## src/rtl/tcam_pkg.sv

```systemverilog
`default_nettype none
//==============================================================================
// Module   : tcam_pkg
// Brief    : Shared widths, loader state encoding and the rule record type
//            for the tcam rule loader and its FIFO.
// Revision : 1.0 - initial release
//==============================================================================
package tcam_pkg;

  localparam int KWID     = 104;                 // key width
  localparam int MASKWID  = KWID / 8;            // byte-mask width
  localparam int PRIOR    = 8;                   // priority width
  localparam int IDWID    = 8;                   // rule ID width
  localparam int TOTALWID = KWID + MASKWID + PRIOR; // {prior, mask, key}

  // Loader sequencing states
  typedef enum logic [2:0] {
    IDLE = 3'd0,
    LOAD = 3'd1,
    HOLD = 3'd2,
    WAIT = 3'd3,
    GAP  = 3'd4
  } loader_state_t;

  // One queued rule write: ID on top, set string below
  typedef struct packed {
    logic [IDWID-1:0]    id;
    logic [TOTALWID-1:0] str;
  } rule_t;

  localparam int RULE_W = $bits(rule_t);

endpackage : tcam_pkg
`default_nettype wire

```

## src/rtl/tcam_rule_fifo.sv

```systemverilog
`default_nettype none
//==============================================================================
// Module   : tcam_rule_fifo
// Brief    : Synchronous FIFO, depth 1<<FDEPTH_LOG2, with pointer-derived
//            level/full/empty. Pointers carry one extra wrap bit so that full
//            and empty are distinguishable. Head data is read combinationally.
// Revision : 1.0 - initial release
//==============================================================================
module tcam_rule_fifo #(
  parameter int WIDTH       = 8,
  parameter int FDEPTH_LOG2 = 2
) (
  input  logic                   clk,
  input  logic                   rst,      // asynchronous, active-low
  input  logic                   i_push,
  input  logic [WIDTH-1:0]       i_wdata,
  input  logic                   i_pop,
  output logic [WIDTH-1:0]       o_rdata,
  output logic [FDEPTH_LOG2:0]   o_level,
  output logic                   o_full,
  output logic                   o_empty
);

  localparam int DEPTH = 1 << FDEPTH_LOG2;
  localparam logic [FDEPTH_LOG2:0] C_DEPTH = {1'b1, {FDEPTH_LOG2{1'b0}}};

  logic [WIDTH-1:0]     r_mem [DEPTH];
  logic [FDEPTH_LOG2:0] r_wr_ptr;
  logic [FDEPTH_LOG2:0] r_rd_ptr;
  logic                 w_push;
  logic                 w_pop;

  // Occupancy is the modulo-2*depth pointer distance
  assign o_level = r_wr_ptr - r_rd_ptr;
  assign o_full  = (o_level == C_DEPTH);
  assign o_empty = (r_wr_ptr == r_rd_ptr);

  // A pop frees a slot in the same edge, so a push into a full FIFO is
  // accepted when it coincides with a pop
  assign w_pop   = i_pop & ~o_empty;
  assign w_push  = i_push & (~o_full | w_pop);

  assign o_rdata = r_mem[r_rd_ptr[FDEPTH_LOG2-1:0]];

  // Pointer update; reset discards any stored contents
  always_ff @(posedge clk or negedge rst) begin
    if (!rst) begin
      r_wr_ptr <= '0;
      r_rd_ptr <= '0;
    end else begin
      if (w_push) r_wr_ptr <= r_wr_ptr + 1'b1;
      if (w_pop)  r_rd_ptr <= r_rd_ptr + 1'b1;
    end
  end

  // Storage write; contents need no reset because the pointers gate them
  always_ff @(posedge clk) begin
    if (w_push) r_mem[r_wr_ptr[FDEPTH_LOG2-1:0]] <= i_wdata;
  end

endmodule : tcam_rule_fifo
`default_nettype wire

```

## src/rtl/tcam_rule_loader.sv

```systemverilog
`default_nettype none
//==============================================================================
// Module   : tcam_rule_loader
// Brief    : Buffers rule-write requests from a valid/ready stream and replays
//            them onto the tcam set interface one at a time, holding the set
//            enable for at least SET_HOLD cycles and then waiting for the
//            tcam's done (or a TMO-cycle timeout) before the next rule.
//            Optional build macro TCAM_LOADER_STATS_EN adds saturating
//            completion/timeout counters on two extra output ports.
// Revision : 1.0 - initial release
//==============================================================================
module tcam_rule_loader
  import tcam_pkg::*;
#(
  parameter int FDEPTH_LOG2 = 2,
  parameter int SET_HOLD    = 2,
  parameter int TMO         = 16
) (
  input  logic                  clk,
  input  logic                  rst,            // asynchronous, active-low
  input  logic                  i_Rule_Valid,
  output logic                  o_Rule_Ready,
  input  logic [TOTALWID-1:0]   i_Rule_String,
  input  logic [IDWID-1:0]      i_Rule_ID,
  output logic                  o_Set_Enable,
  output logic [TOTALWID-1:0]   o_Set_String,
  output logic [IDWID-1:0]      o_Set_ID,
  input  logic                  i_Set_Done,
  output logic                  o_Busy,
  output logic                  o_Err_Timeout,
`ifdef TCAM_LOADER_STATS_EN
  output logic [15:0]           o_Stat_Loaded,
  output logic [15:0]           o_Stat_Timeout,
`endif
  output logic [FDEPTH_LOG2:0]  o_Level
);

  // Counter must reach both SET_HOLD and TMO-1
  localparam int CNT_MAX = (SET_HOLD > TMO) ? SET_HOLD : TMO;
  localparam int CNT_W   = $clog2(CNT_MAX + 1);
  localparam logic [CNT_W-1:0] C_HOLD_END = CNT_W'(SET_HOLD);
  localparam logic [CNT_W-1:0] C_TMO_END  = CNT_W'(TMO - 1);
  localparam logic [CNT_W-1:0] C_CNT_ONE  = CNT_W'(1);

  loader_state_t     r_state;
  logic [CNT_W-1:0]  r_cnt;

  rule_t             w_wr_rule;
  rule_t             w_head;
  logic              w_push;
  logic              w_pop;
  logic              w_full;
  logic              w_empty;
  logic              w_done_hit;
  logic              w_tmo_hit;

  assign w_wr_rule    = {i_Rule_ID, i_Rule_String};
  assign o_Rule_Ready = ~w_full;
  assign w_push       = i_Rule_Valid & o_Rule_Ready;
  // Head is consumed only when the sequencer is idle
  assign w_pop        = (r_state == IDLE) & ~w_empty;
  assign o_Busy       = ~w_empty | (r_state != IDLE);

  // Done is only honoured in WAIT; a done during HOLD is deliberately ignored
  assign w_done_hit   = (r_state == WAIT) & i_Set_Done;
  assign w_tmo_hit    = (r_state == WAIT) & ~i_Set_Done & (r_cnt == C_TMO_END);

  tcam_rule_fifo #(
    .WIDTH       (RULE_W),
    .FDEPTH_LOG2 (FDEPTH_LOG2)
  ) u_fifo (
    .clk     (clk),
    .rst     (rst),
    .i_push  (w_push),
    .i_wdata (w_wr_rule),
    .i_pop   (w_pop),
    .o_rdata (w_head),
    .o_level (o_Level),
    .o_full  (w_full),
    .o_empty (w_empty)
  );

  // Set-interface sequencer: IDLE pops, LOAD raises enable, HOLD enforces
  // the minimum enable width, WAIT watches done/timeout, GAP drops enable
  always_ff @(posedge clk or negedge rst) begin
    if (!rst) begin
      r_state       <= IDLE;
      r_cnt         <= '0;
      o_Set_Enable  <= 1'b0;
      o_Set_String  <= '0;
      o_Set_ID      <= '0;
      o_Err_Timeout <= 1'b0;
    end else begin
      o_Err_Timeout <= 1'b0;
      case (r_state)
        IDLE: begin
          if (!w_empty) begin
            // String/ID only ever change here, so they are stable
            // throughout the enable window and hold afterwards
            o_Set_String <= w_head.str;
            o_Set_ID     <= w_head.id;
            r_state      <= LOAD;
          end
        end
        LOAD: begin
          o_Set_Enable <= 1'b1;
          r_cnt        <= C_CNT_ONE;
          r_state      <= HOLD;
        end
        HOLD: begin
          if (r_cnt == C_HOLD_END) begin
            r_cnt   <= '0;
            r_state <= WAIT;
          end else begin
            r_cnt <= r_cnt + 1'b1;
          end
        end
        WAIT: begin
          if (w_done_hit) begin
            o_Set_Enable <= 1'b0;
            r_cnt        <= '0;
            r_state      <= GAP;
          end else if (w_tmo_hit) begin
            o_Set_Enable  <= 1'b0;
            o_Err_Timeout <= 1'b1;
            r_cnt         <= '0;
            r_state       <= GAP;
          end else begin
            r_cnt <= r_cnt + 1'b1;
          end
        end
        GAP: begin
          r_state <= IDLE;
        end
        default: begin
          o_Set_Enable <= 1'b0;
          r_cnt        <= '0;
          r_state      <= IDLE;
        end
      endcase
    end
  end

`ifdef TCAM_LOADER_STATS_EN
  // Saturating tallies of completed writes and timed-out writes
  always_ff @(posedge clk or negedge rst) begin
    if (!rst) begin
      o_Stat_Loaded  <= '0;
      o_Stat_Timeout <= '0;
    end else begin
      if (w_done_hit && (o_Stat_Loaded != 16'hFFFF))
        o_Stat_Loaded <= o_Stat_Loaded + 16'd1;
      if (w_tmo_hit && (o_Stat_Timeout != 16'hFFFF))
        o_Stat_Timeout <= o_Stat_Timeout + 16'd1;
    end
  end
`endif

endmodule : tcam_rule_loader
`default_nettype wire

```

## config.mk

```make
export PLATFORM = sky130hd
export DESIGN_NAME = tcam_rule_loader
export DESIGN_NICKNAME = d
export VERILOG_FILES = /design/src/rtl/tcam_pkg.sv /design/src/rtl/tcam_rule_fifo.sv /design/src/rtl/tcam_rule_loader.sv
export SDC_FILE = /design/constraint.sdc
export NUM_CORES = 1
export LEC_CHECK = 0
export ABC_AREA = 1
export CORE_MARGIN = 10
export CORE_UTILIZATION = 54
export CTS_BUF_LIST = sky130_fd_sc_hd__clkbuf_2
export DETAILED_ROUTE_END_ITERATION = 10
export PLACE_DENSITY = 0.77
export SLEW_MARGIN = 20
export SYNTH_ARGS = -nofsm -noshare
export SYNTH_HDL_FRONTEND = slang
export SYNTH_SLANG_ARGS = --single-unit
```

## constraint.sdc

```tcl
create_clock -name clk -period 9 [get_ports clk]
set_input_delay 1.8 -clock clk [delete_from_list [all_inputs] [get_ports clk]]
set_output_delay 1.8 -clock clk [all_outputs]
set_load 0.02 [all_outputs]
```

* Yosys cells after proc, flatten, opt, wreduce, memory -nomap -nowiden
Memories as Yosys holds them, arrays and structs flattened. A register that Yosys moved wholly into a read port is not among the register bits. Cells that the tools add are included.
Operators by class: mux-type cells 17, reduce and logical (&&, ||, !) cells 8, $lt $le $gt $ge 0, divide/modulo/power cells 0, bitwise logic cells 13, add/sub/neg operators 4, shift-type cells 0, equal/unequal tests 11, multiply operators 0
Operators by type and width (count):
- $pmux 5 s4 | 1
- $mux 5 | 3
- $mux 3 | 4
- $pmux 3 s4 | 1
- $and 1x1->1 | 7
- $mux 1 | 7
- $add 3x1->3 const B | 2
- $eq 3x2->1 const B | 2
- $eq 3x3->1 const B | 2
- $add 5x1->5 const B | 1
- $eq 5x2->1 const B | 1
- $eq 5x4->1 const B | 1
- $ne 2x2->1 const B | 2
- $not 1->1 | 4
- $reduce_and 2->1 | 2
- $eq 3x1->1 const B | 1
- $eq 3x3->1 | 1
- $logic_not 3->1 | 1
- $ne 3x3->1 const B | 1
- $pmux 1 s3 | 1
- $reduce_and 3->1 | 1
- $reduce_bool 3->1 | 1
- $reduce_or 3->1 | 1
- $sub 3x3->3 | 1
- 3 further kinds | 4
Storage, ports and cells: register bits 16, memories kept 1, bits in latches 0, RAM bits 532, bits of input ports 137, word-level logic and storage cells 60, output and inout port bits 140, memory bits (read-only) 0
Memories:
- u_fifo.r_mem | words 4, bits a word 133, read ports 1, clocked after memory_dff 1, write ports 1, RTL line tcam_rule_fifo.sv:27 | logic [WIDTH-1:0] r_mem [DEPTH];

* Longest topological paths before layout
depth in word-level cells 8, mapped depth 12, mapped depth without buffers 9

* Modules after synthesis
Synthesis repeated with hierarchy kept, for this count alone.
Unflattened totals: cells, all modules 1990, area total of the unflattened synthesis 25787.2 um^2
By module, submodules not included:
- tcam_rule_fifo | cells each 1347, sequential area each 16125.5 um^2, times used 1, area each 20199.4 um^2
- tcam_rule_loader | cells each 643, sequential area each 3578.4 um^2, times used 1, area each 5587.9 um^2

* Least setup slack after synthesis
Ideal clock, no wire load.
kind input port to flip-flop, from input i_Rule_Valid, to memory u_fifo.r_mem[0][0] (netlist name), enable pin, cell stages on the path 2, setup slack 885 ps, buffers on the path 0, arrival time 7487 ps, library setup time 628 ps, data required time 8372 ps, cell sequence nand2_1 nor2_1
On the way: word-level cells in the longest chain between the ends 4
Ends and longest elaborated chain:
- start: declaration | RTL line tcam_rule_loader.sv:21 | input logic i_Rule_Valid,
- $and 1x1->1 | RTL line tcam_rule_loader.sv:59 | assign w_push = i_Rule_Valid & o_Rule_Ready;
- $and 1x1->1 | RTL line tcam_rule_fifo.sv:41 | assign w_push = i_push & (~o_full | w_pop);
- $mux 1 | RTL line tcam_rule_fifo.sv:58 | if (w_push) r_mem[r_wr_ptr[FDEPTH_LOG2-1:0]] <= i_wdata;
- $mux 1 (not written as such) | RTL line tcam_rule_fifo.sv:58
- end: declaration | RTL line tcam_rule_fifo.sv:27
No other way between the ends.

* Worst setup path after layout
from register u_fifo.r_rd_ptr[0], to output o_Rule_Ready
On the way: word-level cells in the longest chain between the ends 3
Ends and longest elaborated chain:
- start: declaration | RTL line tcam_rule_fifo.sv:29 | logic [FDEPTH_LOG2:0] r_rd_ptr;
- start signal: assignment | RTL line tcam_rule_fifo.sv:52 | if (w_pop) r_rd_ptr <= r_rd_ptr + 1'b1;
- $sub 3x3->3 | RTL line tcam_rule_fifo.sv:34 | assign o_level = r_wr_ptr - r_rd_ptr;
- $eq 3x3->1 | RTL line tcam_rule_fifo.sv:35 | assign o_full = (o_level == C_DEPTH);
- $not 1->1 | RTL line tcam_rule_loader.sv:58 | assign o_Rule_Ready = ~w_full;
- end: declaration | RTL line tcam_rule_loader.sv:22 | output logic o_Rule_Ready,
No other way between the ends.

==> results.ini <==
[synth]
synth_top_family_by_area = simple AND/OR/NAND/NOR gates
synth-edff-count = 532
synthXorXnorAreaFrac_pct = 0.100
synth_cell_types = 31
synthCells = 2118
ys_ff_latch = 681
synthMuxAreaShare_pct = 0
syn_area_um2 = 26200
synth_warnings = 0
synthArstFlopShare_pct = 21.9
synth_nets = 2266
synth-simple-area-share_pct = 12.8
synth_fa_ha_area_share_pct = 0.555
seq_area_frac_synth_pct = 75.3
synth-compound-area-share_pct = 7.84
syn_avg_cell_area_um2 = 12.4
synth_top_flop_cell = edfxtp_1

[sta]
finalCritPeriodShare_pct = 62.5
worst_pin_slew_ps = 1040
rsz0062_at_grt = no
finalMaxSlewViolations = 0
setup_viol = 0
hold_violations = 0
setup_tns_ps = 0
clock_skew_ps = 54.1
worst_slack_ps = 3370
relSlewSlack_pct = 30.9
clock.fmax_mhz = 178
period_needed_ps = 5630

[cells_and_area]
fill_cells = 3611
final_cell_mix = edfxtp_1, nand2_1, nor2_1
areaGrowthSynthToFinish_pct = 17.2
seq_area_um2 = 19700
multiInputGateArea_um2 = 5590
final_common_cell = edfxtp_1
fin_nets = 2604
finalNonFillerCells = 3212
drive_gt1_share_pct = 11.5
fin_util_pct = 64.1

[worst_setup_path]
cp_slowest_cell = dfrtp_4
reg2reg_depth = 8
path_max_fanout = 56
cp.arrival_ps = 3830
max_stage_delay_ps = 870
start_kind = register
cp-endpoint = o_Rule_Ready
crit_start = u_fifo.r_rd_ptr[0]$_DFFE_PN0P_
reg2reg_to = u_fifo.r_mem[0][117]$_DFFE_PP_
cp_num_buf_inv = 2
worst-path-stages = 6
crit_required_ps = 7200
reg2reg_from = u_fifo.r_rd_ptr[0]$_DFFE_PN0P_
cpLargestDelayFamily = flip-flops
critPathKind = reg2out
r2r_setup_slack_ps = 4720
endpoint_kind = output pin
path_cells = ha_1 > fa_1 > nand2_1 > inv_1 > nand3_1 > clkdlybuf4s50_1

[place]
portBuffers = 276
hpwl_um = 33600
dp.cells = 2906
pre_cts_slack_ps = 4270
globalplace.congestion = 0.799

[worst_hold_path]
hold_class = reg2reg

[global_route]
gr-total-overflow = 0
grt_start_max_net_pins = 215
grt_first_pass_wirelength_um = 89900
grt_pass1_vias = 17000
antenna_found_initial = 13
grt_usage_pct = 20.2

[route]
dr.pass1.iters = 6
drtIter0Drc = 1327
vias_per_cell = 5.24
routed_wl_um = 57500
drc = 0
wl_per_cell_um = 17.9
vias = 16800
ant_nets = 0

[outcome]
status = finished, final reports clean

[pwr]
p_comb_share_pct = 36.6
p_int_mw = 6.51
netSwitchingFraction_pct = 38.5
peakVddDrop_mv = 0.320
seq_power_share_pct = 44.5
cellPowerDensity_nw_per_um2 = 345
netSwitchingPower_mw = 4.07
clkPwrFrac_pct = 18.9
p_leak_nw = 11.8

[cts]
cts_tree = yes
post-cts-setup-buffers = 0
root_buffer = clkbuf_2
clk_pin_slew_ps = 100
htreeDepth = 4
cts.sinks = 681
ctsLongestPathBuffers = 3
clk_latency_ps = 1320
holdBufCountCts = 0
ctsResizeCount = 0
numCtsBuffers = 162

[floorplanning]
io_pins = 277
design.die.area_um2 = 57700
die_w_um = 240
die_h_um = 240
initial_core_util_pct = 54.7
core-area_um2 = 47800
fp-row-count = 80

[job]
cap_violations = 0

==> worst register-to-register path, cell delays in order (launching register included) <==
cell     delay [ps]
dfrtp_4         870
ha_1            290
fa_1            440
nand2_1         100
inv_1            40
nand3_1         150
nand2_1         320
nor2_4          840
buf_4           810
==> layout make-up <==
cell class | count | area share (%)
diodes | 7 | 0.0571
clock buffers | 253 | 4.13
clock inverters | 45 | 0.857
inverters | 30 | 0.400
multi-input cells | 1290 | 18.2
flip-flops and latches | 681 | 64.2
well taps | 615 | 2.51
repair buffers | 291 | 9.58
==> power by group through the flow <==
stage	Combinational [mW]	Clock (mW)	Sequential, mW
2_1_floorplan	2.29	0	5.15
3_3_place_gp	3.82	0	4.74
3_5_place_dp	3.91	0	4.77
4_1_cts	3.93	2.06	4.71
5_1_grt	4.32	2.25	4.79
6_report	3.87	2.00	4.71
==> per-stage QoR <==
step                      power, mW  instance area, um^2  hold WS, ps
after CTS                      10.7                30600          452
after floorplan                7.44                26200          490
after detailed placement       8.68                29100          464
after global placement         8.56                29100          458
after global routing           11.4                30700          497
final                          10.6                30700          486
==> metal layers <==
| metal | global-route usage, % | wire [um] | share of wire [%] |
|---|---|---|---|
| met1 | 23.3 | 22500 | 39 |
| met2 | 34.1 | 29300 | 51 |
| met3 | 7.04 | 4410 | 7.7 |
| met4 | 7.94 | 1180 | 2.0 |
| met5 | 0 | 93 | 0.16 |
==> state kept, by name, summed over array words and instances, names as in the netlist <==
register and cells:
r_cnt 5, u_fifo.r_mem 532, o_Set_ID 8, u_fifo.r_rd_ptr 3, r_state 3, u_fifo.r_wr_ptr 3
o_Set_String 125, o_Err_Timeout 1, o_Set_Enable 1
==> logic make-up (layout without fill, tap and decap cells) <==
| kind of cell | count (synthesis) | in the layout |
|---|---|---|
| fa+ha+maj | 11 | 11 |
| buf+inv | 147 | 619 |
| compound gates | 406 | 406 |
| simple gates | 870 | 870 |
| flops | 681 | 681 |
| other cells | 0 | 7 |
| xor+xnor | 3 | 3 |
==> Yosys cell counts (2+ instances only) <==
library cell / number / area (um^2)
a21oi_1: 2 / 10.0
clkbuf_1: 43 / 161
nor2_1: 409 / 1540
ha_1: 10 / 125
o211ai_1: 2 / 15.0
buf_6: 10 / 113
nand2_4: 2 / 22.5
buf_12: 11 / 220
buf_4: 14 / 105
o21ai_1: 104 / 521
edfxtp_1: 532 / 16000
inv_1: 27 / 101
nand2_1: 430 / 1610
o21ai_0: 296 / 1480
dfrtp_1: 149 / 3730
nand4_1: 6 / 37.5
nand3_1: 16 / 80.1
xor2_1: 3 / 26.3
nand2_2: 3 / 18.8
buf_2: 38 / 190
==> how the worst min path moves through the flow <==
stage	startpoint	slack [ps]	depth (start not counted)	end
5_1_grt	rst	500	1	o_Set_String[39]$_DFFE_PN0P_
3_5_place_dp	o_Set_String[22]$_DFFE_PN0P_	460	2	o_Set_String[22]$_DFFE_PN0P_
4_1_cts	rst	450	1	o_Set_String[40]$_DFFE_PN0P_
6_report	o_Set_String[24]$_DFFE_PN0P_	490	2	o_Set_String[24]$_DFFE_PN0P_
3_3_place_gp	o_Set_Enable$_DFFE_PN0P_	460	2	o_Set_Enable$_DFFE_PN0P_
2_1_floorplan	r_cnt[3]$_DFFE_PN0N_	490	2	r_cnt[3]$_DFFE_PN0N_
Power figures use the tool's default switching activity.
